[src/rtl/edge_corner_finder.sv]
// Raster-scans a 1-bit edge map through a fixed-latency read port and keeps the
// extreme edge pixels along the x+y and x-y diagonals as the four corners.
module edge_corner_finder #(
    parameter int WIDTH        = 640,
    parameter int HEIGHT       = 480,
    parameter int READ_LATENCY = 2
) (
    input  logic        clk,
    input  logic        reset,
    input  logic        start,
    output logic        done,
    output logic [18:0] read_addr,
    input  logic        read_data,
    output logic        found,
    output logic [9:0]  tl_x,
    output logic [8:0]  tl_y,
    output logic [9:0]  tr_x,
    output logic [8:0]  tr_y,
    output logic [9:0]  bl_x,
    output logic [8:0]  bl_y,
    output logic [9:0]  br_x,
    output logic [8:0]  br_y
);

    typedef enum logic [1:0] {IDLE, SCAN, DRAIN, FINISH} state_t;

    localparam logic [9:0] X_LAST     = 10'(WIDTH - 1);
    localparam logic [8:0] Y_LAST     = 9'(HEIGHT - 1);
    localparam logic [1:0] DRAIN_LAST = 2'(READ_LATENCY - 1);

    state_t             state_q, state_d;
    logic [9:0]         x_q;
    logic [8:0]         y_q;
    logic [1:0]         drain_cnt_q;
    logic               pend_q;
    logic               launch;
    logic               last_addr;

    logic               dl_v [1:READ_LATENCY];
    logic [9:0]         dl_x [1:READ_LATENCY];
    logic [8:0]         dl_y [1:READ_LATENCY];

    logic               px_hit;
    logic [9:0]         px_x;
    logic [8:0]         px_y;
    logic [10:0]        s_new;
    logic signed [10:0] d_new;
    logic [10:0]        min_s_q, max_s_q;
    logic signed [10:0] max_d_q, min_d_q;

    assign read_addr = {y_q, x_q};
    assign last_addr = (x_q == X_LAST) && (y_q == Y_LAST);

    // A start seen in FINISH is parked in pend_q so the done pulse still shows this scan's results.
    assign launch = (state_q == IDLE) ? (start || pend_q)
                                      : (start && (state_q == SCAN || state_q == DRAIN));

    // NOTE: registers use <= so every flop samples the values from before the edge.
    always_ff @(posedge clk or negedge reset) begin
        if (!reset) state_q <= IDLE;
        else        state_q <= state_d;
    end

    // NOTE: state_d gets its default first, so no path through the case can infer a latch.
    always_comb begin
        state_d = state_q;
        if (launch) begin
            state_d = SCAN;
        end else begin
            case (state_q)
                IDLE:    state_d = IDLE;
                SCAN:    if (last_addr) state_d = DRAIN;
                DRAIN:   if (drain_cnt_q == DRAIN_LAST) state_d = FINISH;
                FINISH:  state_d = IDLE;
                default: state_d = IDLE;
            endcase
        end
    end

    always_ff @(posedge clk or negedge reset) begin
        if (!reset) begin
            x_q         <= '0;
            y_q         <= '0;
            drain_cnt_q <= '0;
            pend_q      <= 1'b0;
            done        <= 1'b0;
        end else begin
            done   <= (state_q == FINISH);
            pend_q <= (state_q == FINISH) && start;
            if (launch) begin
                x_q <= '0;
                y_q <= '0;
            end else if (state_q == SCAN && !last_addr) begin
                if (x_q == X_LAST) begin
                    x_q <= '0;
                    y_q <= y_q + 9'd1;
                end else begin
                    x_q <= x_q + 10'd1;
                end
            end
            if (state_q == SCAN)       drain_cnt_q <= '0;
            else if (state_q == DRAIN) drain_cnt_q <= drain_cnt_q + 2'd1;
        end
    end

    always_ff @(posedge clk or negedge reset) begin
        if (!reset) begin
            for (int i = 1; i <= READ_LATENCY; i++) dl_v[i] <= 1'b0;
        end else if (launch) begin
            for (int i = 1; i <= READ_LATENCY; i++) dl_v[i] <= 1'b0;
        end else begin
            dl_v[1] <= (state_q == SCAN);
            for (int i = 2; i <= READ_LATENCY; i++) dl_v[i] <= dl_v[i-1];
        end
    end

    // NOTE: coordinate stages carry no reset; dl_v alone decides whether a stage is meaningful.
    always_ff @(posedge clk) begin
        dl_x[1] <= x_q;
        dl_y[1] <= y_q;
        for (int i = 2; i <= READ_LATENCY; i++) begin
            dl_x[i] <= dl_x[i-1];
            dl_y[i] <= dl_y[i-1];
        end
    end

    assign px_x   = dl_x[READ_LATENCY];
    assign px_y   = dl_y[READ_LATENCY];
    assign px_hit = dl_v[READ_LATENCY] && read_data;
    assign s_new  = {1'b0, px_x} + {2'b00, px_y};
    assign d_new  = $signed({1'b0, px_x}) - $signed({2'b00, px_y});

    // Strict compares keep the raster-first pixel on ties; !found seeds all four corners.
    always_ff @(posedge clk or negedge reset) begin
        if (!reset) begin
            found   <= 1'b0;
            tl_x <= '0; tl_y <= '0; tr_x <= '0; tr_y <= '0;
            bl_x <= '0; bl_y <= '0; br_x <= '0; br_y <= '0;
            min_s_q <= 11'd2047;
            max_s_q <= 11'd0;
            max_d_q <= -11'sd1024;
            min_d_q <= 11'sd1023;
        end else if (launch) begin
            found   <= 1'b0;
            tl_x <= '0; tl_y <= '0; tr_x <= '0; tr_y <= '0;
            bl_x <= '0; bl_y <= '0; br_x <= '0; br_y <= '0;
            min_s_q <= 11'd2047;
            max_s_q <= 11'd0;
            max_d_q <= -11'sd1024;
            min_d_q <= 11'sd1023;
        end else if (px_hit) begin
            found <= 1'b1;
            if (!found || s_new < min_s_q) begin
                min_s_q <= s_new;
                tl_x    <= px_x;
                tl_y    <= px_y;
            end
            if (!found || s_new > max_s_q) begin
                max_s_q <= s_new;
                br_x    <= px_x;
                br_y    <= px_y;
            end
            if (!found || d_new > max_d_q) begin
                max_d_q <= d_new;
                tr_x    <= px_x;
                tr_y    <= px_y;
            end
            if (!found || d_new < min_d_q) begin
                min_d_q <= d_new;
                bl_x    <= px_x;
                bl_y    <= px_y;
            end
        end
    end

endmodule

[config.mk]
export PLATFORM = sky130hd
export DESIGN_NAME = edge_corner_finder
export DESIGN_NICKNAME = d
export VERILOG_FILES = /design/src/rtl/edge_corner_finder.sv
export SDC_FILE = /design/constraint.sdc
export NUM_CORES = 1
export LEC_CHECK = 0
export ABC_AREA = 1
export CAP_MARGIN = 25
export CELL_PAD_IN_SITES_DETAIL_PLACEMENT = 0
export CELL_PAD_IN_SITES_GLOBAL_PLACEMENT = 2
export CORE_MARGIN = 2
export CORE_UTILIZATION = 35
export CTS_BUF_LIST = sky130_fd_sc_hd__clkbuf_4 sky130_fd_sc_hd__clkbuf_8
export DETAILED_ROUTE_END_ITERATION = 6
export GPL_ROUTABILITY_DRIVEN = 1
export PLACE_DENSITY_LB_ADDON = 0.1
export RECOVER_POWER = 50
export SETUP_SLACK_MARGIN = 0.1
export SLEW_MARGIN = 20
export SYNTH_ARGS = -nofsm -noshare
export SYNTH_HDL_FRONTEND = slang
export SYNTH_SLANG_ARGS = --single-unit
export TNS_END_PERCENT = 20
[constraint.sdc]
create_clock -name clk -period 3.38 [get_ports clk]
set_input_delay 0.676 -clock clk [delete_from_list [all_inputs] [get_ports clk]]
set_output_delay 0.676 -clock clk [all_outputs]
set_load 0.05 [all_outputs]
==> flow_summary.toml <==
[die]
die_x_um = 166
dieArea_um2 = 27500
start_util = 0.354
coreArea_um2 = 25900
die_h_um = 166
io_pins = 101
row_count = 59

[power]
p_comb_frac = 0.598
leakage_uw = 0.00606
intPower_uw = 6030
switching_share = 0.476
ir_worst_vdd_mv = 0.482
power_density_nw_per_um2 = 961
p_switching_uw = 5480
clock_power_share = 0.137
power.share.sequential = 0.265

[synth]
synth.top_cells.by_count = "nand2_1 (356), dfrtp_1 (126), inv_1 (124)"
synthMuxAreaShare = 0
async_reset_ff_frac = 0.796
syn-cell-area_um2 = 9170
synth_cells = 1113
yosysSeqAreaShare = 0.490
ys_top_cells_by_area = "dfrtp_1 (34%), nand2_1 (15%), ha_1 (9.1%)"
synth_top_area_share = 0.344
ys_ff_latch = 186
synth_simple_gate_area_frac = 0.260
synth-warning-count = 0
synth_cell_types = 38
synth_top_area_cell = "dfrtp_1"
synth_edf_count = 0
synth_xor_area_frac = 0.0172
synth.avg_cell_area_um2 = 8.23
yosysMostFrequentCell = "nand2_1"
synth-compound-area-share = 0.0616
dominantRegCellSynth = "dfrtp_1"
synth_fp_nets = 1186
synth_fa_ha_area_frac = 0.0958
synth_top_family_by_area = "simple AND/OR/NAND/NOR gates"

[layout]
stdcell_area_um2 = 12000
num_antenna_cells = 0
final_cells = 1616
area_growth_syn_to_layout_pct = 30.7
multi_input_area_um2 = 4330
final_core_util = 0.462
drive_above_1_share = 0.165
final_nets = 1341
register_area_um2 = 4500
fillers = 2566

[setup_path]
worstPathArrival_ns = 3.49
cpPeakStageDelay_ns = 0.43
crit_start = "dl_x[2][0]"
path_max_fanout = 6
crit_slowest_cell = "fa_2"
ff2ff_path_depth = 20
cp_num_buf_inv = 2
cp_cell_sequence = "inv_2 > ha_4 > fa_2 > nor4_4 > nor2_1 > nand2_1 > nand2_2 > ha_4 > nand4_1 > nor2_4 > nand2_2 > nand3_1 > nand2_1 > nand2_1 > nand2_2 > nand2_4 > nand2_8 > clkbuf_16 > nand2_1 > nand2_1"
cp-start-kind = "flop"
rr_endpoint = "max_d_q[2]"
worst_r2r_startpoint = "dl_x[2][0]"
crit_path_end_kind = "flop"
crit_family = "simple AND/OR/NAND/NOR gates"
worstSetupPathType = "flop to flop"
critPathCapture = "max_d_q[2]"
cp_common_cell = "nand2_1"
cp.depth = 20
critPathRequiredTime_ns = 3.75
rrSetupSlack_ns = 0.26

[run]
maxCapViolCount = 1

[timing]
setup_viol = 0
final.min_clock_period_ns = 3.12
clock_skew_ns = 0.0301
hold_viol = 0
tns_ns = 0
worst_slew_pin_slew_ns = 2.76
period_share = 0.924
fmax_ghz = 0.320
slew_violations = 47
rsz0062_at_grt = "true"
hold_slack_ns = 0.313
slew_headroom = -0.838

[clock_tree]
cts_tree = "built"
insertion_delay_ns = 0.49
cts.sinks = 186
numCtsBuffers = 17
path_clk_slew_ns = 0.13
root_buffer = "clkbuf_8"
clock_path_buffers = 2
h-tree-depth = 4

[drt]
routed_wl_um = 27800
ant_nets = 0
first_pass_iters = 5
routedWlPerCell_um = 17.2
drc_errors = 0
vias = 7591
via_per_inst = 4.70
drt_iter0_markers = 340

[place]
dpl_cell_area_um2 = 10900
portBuffers = 100
dp.cells = 1570
gp_congestion = 0.835
hpwl_um = 19900

[global_routing]
grt_pass1_vias = 7639
track_usage = 0.201
antenna_found_initial = 1
grt_overflow = 0
grt_pass1_wl_um = 43100
grt_max_degree = 53

[outcome]
status = "finished, violations left"
violations = "capacitance limit, slew limit"

[min_path]
hold_path.class = "flop to flop"
==> how the worst min path moves through the flow <==
stage | start | end | slack, ns | cells past startpoint
2_1_floorplan | dl_x[1][0] | dl_x[2][0] | 0.31 | 0
3_5_place_dp | dl_x[1][3] | dl_x[2][3] | 0.31 | 0
4_1_cts | reset | max_s_q[0] | 0.11 | 1
5_1_grt | dl_y[1][1] | dl_y[2][1] | 0.33 | 0
3_3_place_gp | dl_x[1][9] | dl_x[2][9] | 0.31 | 0
6_report | dl_y[1][1] | dl_y[2][1] | 0.31 | 0
==> power by group through the flow <==
stage	combinational [µW]	sequential, µW	clock [µW]
2_1_floorplan	3170	3630	0
3_3_place_gp	5860	3080	0
3_5_place_dp	5870	3090	0
4_1_cts	5980	3050	1650
5_1_grt	7680	3110	1740
6_report	6880	3050	1580
==> cell families (layout without fill, tap and decap cells) <==
family,count (synthesis),after routing
compound gates,100,100
xor+xnor,18,18
fa+ha+maj,69,69
buf+inv,168,336
flops,186,186
simple gates,572,572
==> sequential cells by signal, indices dropped and copies added (netlist names), 9 cells and up <==
register,count
tr_x,10
max_d_q,11
max_s_q,11
br_y,9
dl_y,18
y_q,9
tl_x,10
dl_x,20
min_s_q,11
min_d_q,11
bl_x,10
x_q,10
tl_y,9
bl_y,9
br_x,10
tr_y,9
==> area by class of cell <==
type | count | area share
Sequential cell | 186 | 0.375
Multi-Input combinational cell | 759 | 0.361
Timing Repair Buffer | 177 | 0.152
Inverter | 127 | 0.0411
Tap cell | 335 | 0.0350
Clock buffer | 17 | 0.0195
Clock inverter | 15 | 0.0161
==> what timing repair did <==
item / 4_1_cts / 5_1_grt
setup buffers: 0 / 5
pin swaps: 0 / 19
resized for setup: 15 / 96
endpoints found under the setup margin: 94 / 120
cloned: 0 / 9
hold buffers: 0 / 0
==> layout by cell type (no fill, tap or decap), types with 7 or more instances in the layout <==
cell type,n
nand2_1,342
dfrtp_1,126
nand3_1,113
inv_1,112
clkdlybuf4s50_1,89
nor2_1,57
ha_1,55
buf_4,54
o21ai_0,40
dfxtp_1,35
a21oi_1,28
dfstp_2,22
clkbuf_8,17
nand4_1,13
nand2_2,13
xor2_1,12
inv_2,10
dlygate4sd3_1,10
ha_4,9
nand3_2,7
nor3_1,7
o21ai_1,7
clkbuf_16,7
buf_12,7
==> through the flow <==
stage,setup slack (ns),power [µW]
final,0.257,11500
after global routing,0.0520,12500
after CTS,0.0792,10700
after detailed placement,-0.0701,8960
after global placement,-0.0651,8940
after floorplan,0.347,6800
==> layer usage <==
layer | wire [µm] | GRT usage | share of wire
met5 | 0 | 0 | 0
met4 | 270 | 0.0499 | 0.0097
met3 | 744 | 0.0284 | 0.027
met2 | 13200 | 0.330 | 0.47
met1 | 13600 | 0.281 | 0.49
No activity file was read; power rests on OpenSTA's default activity.
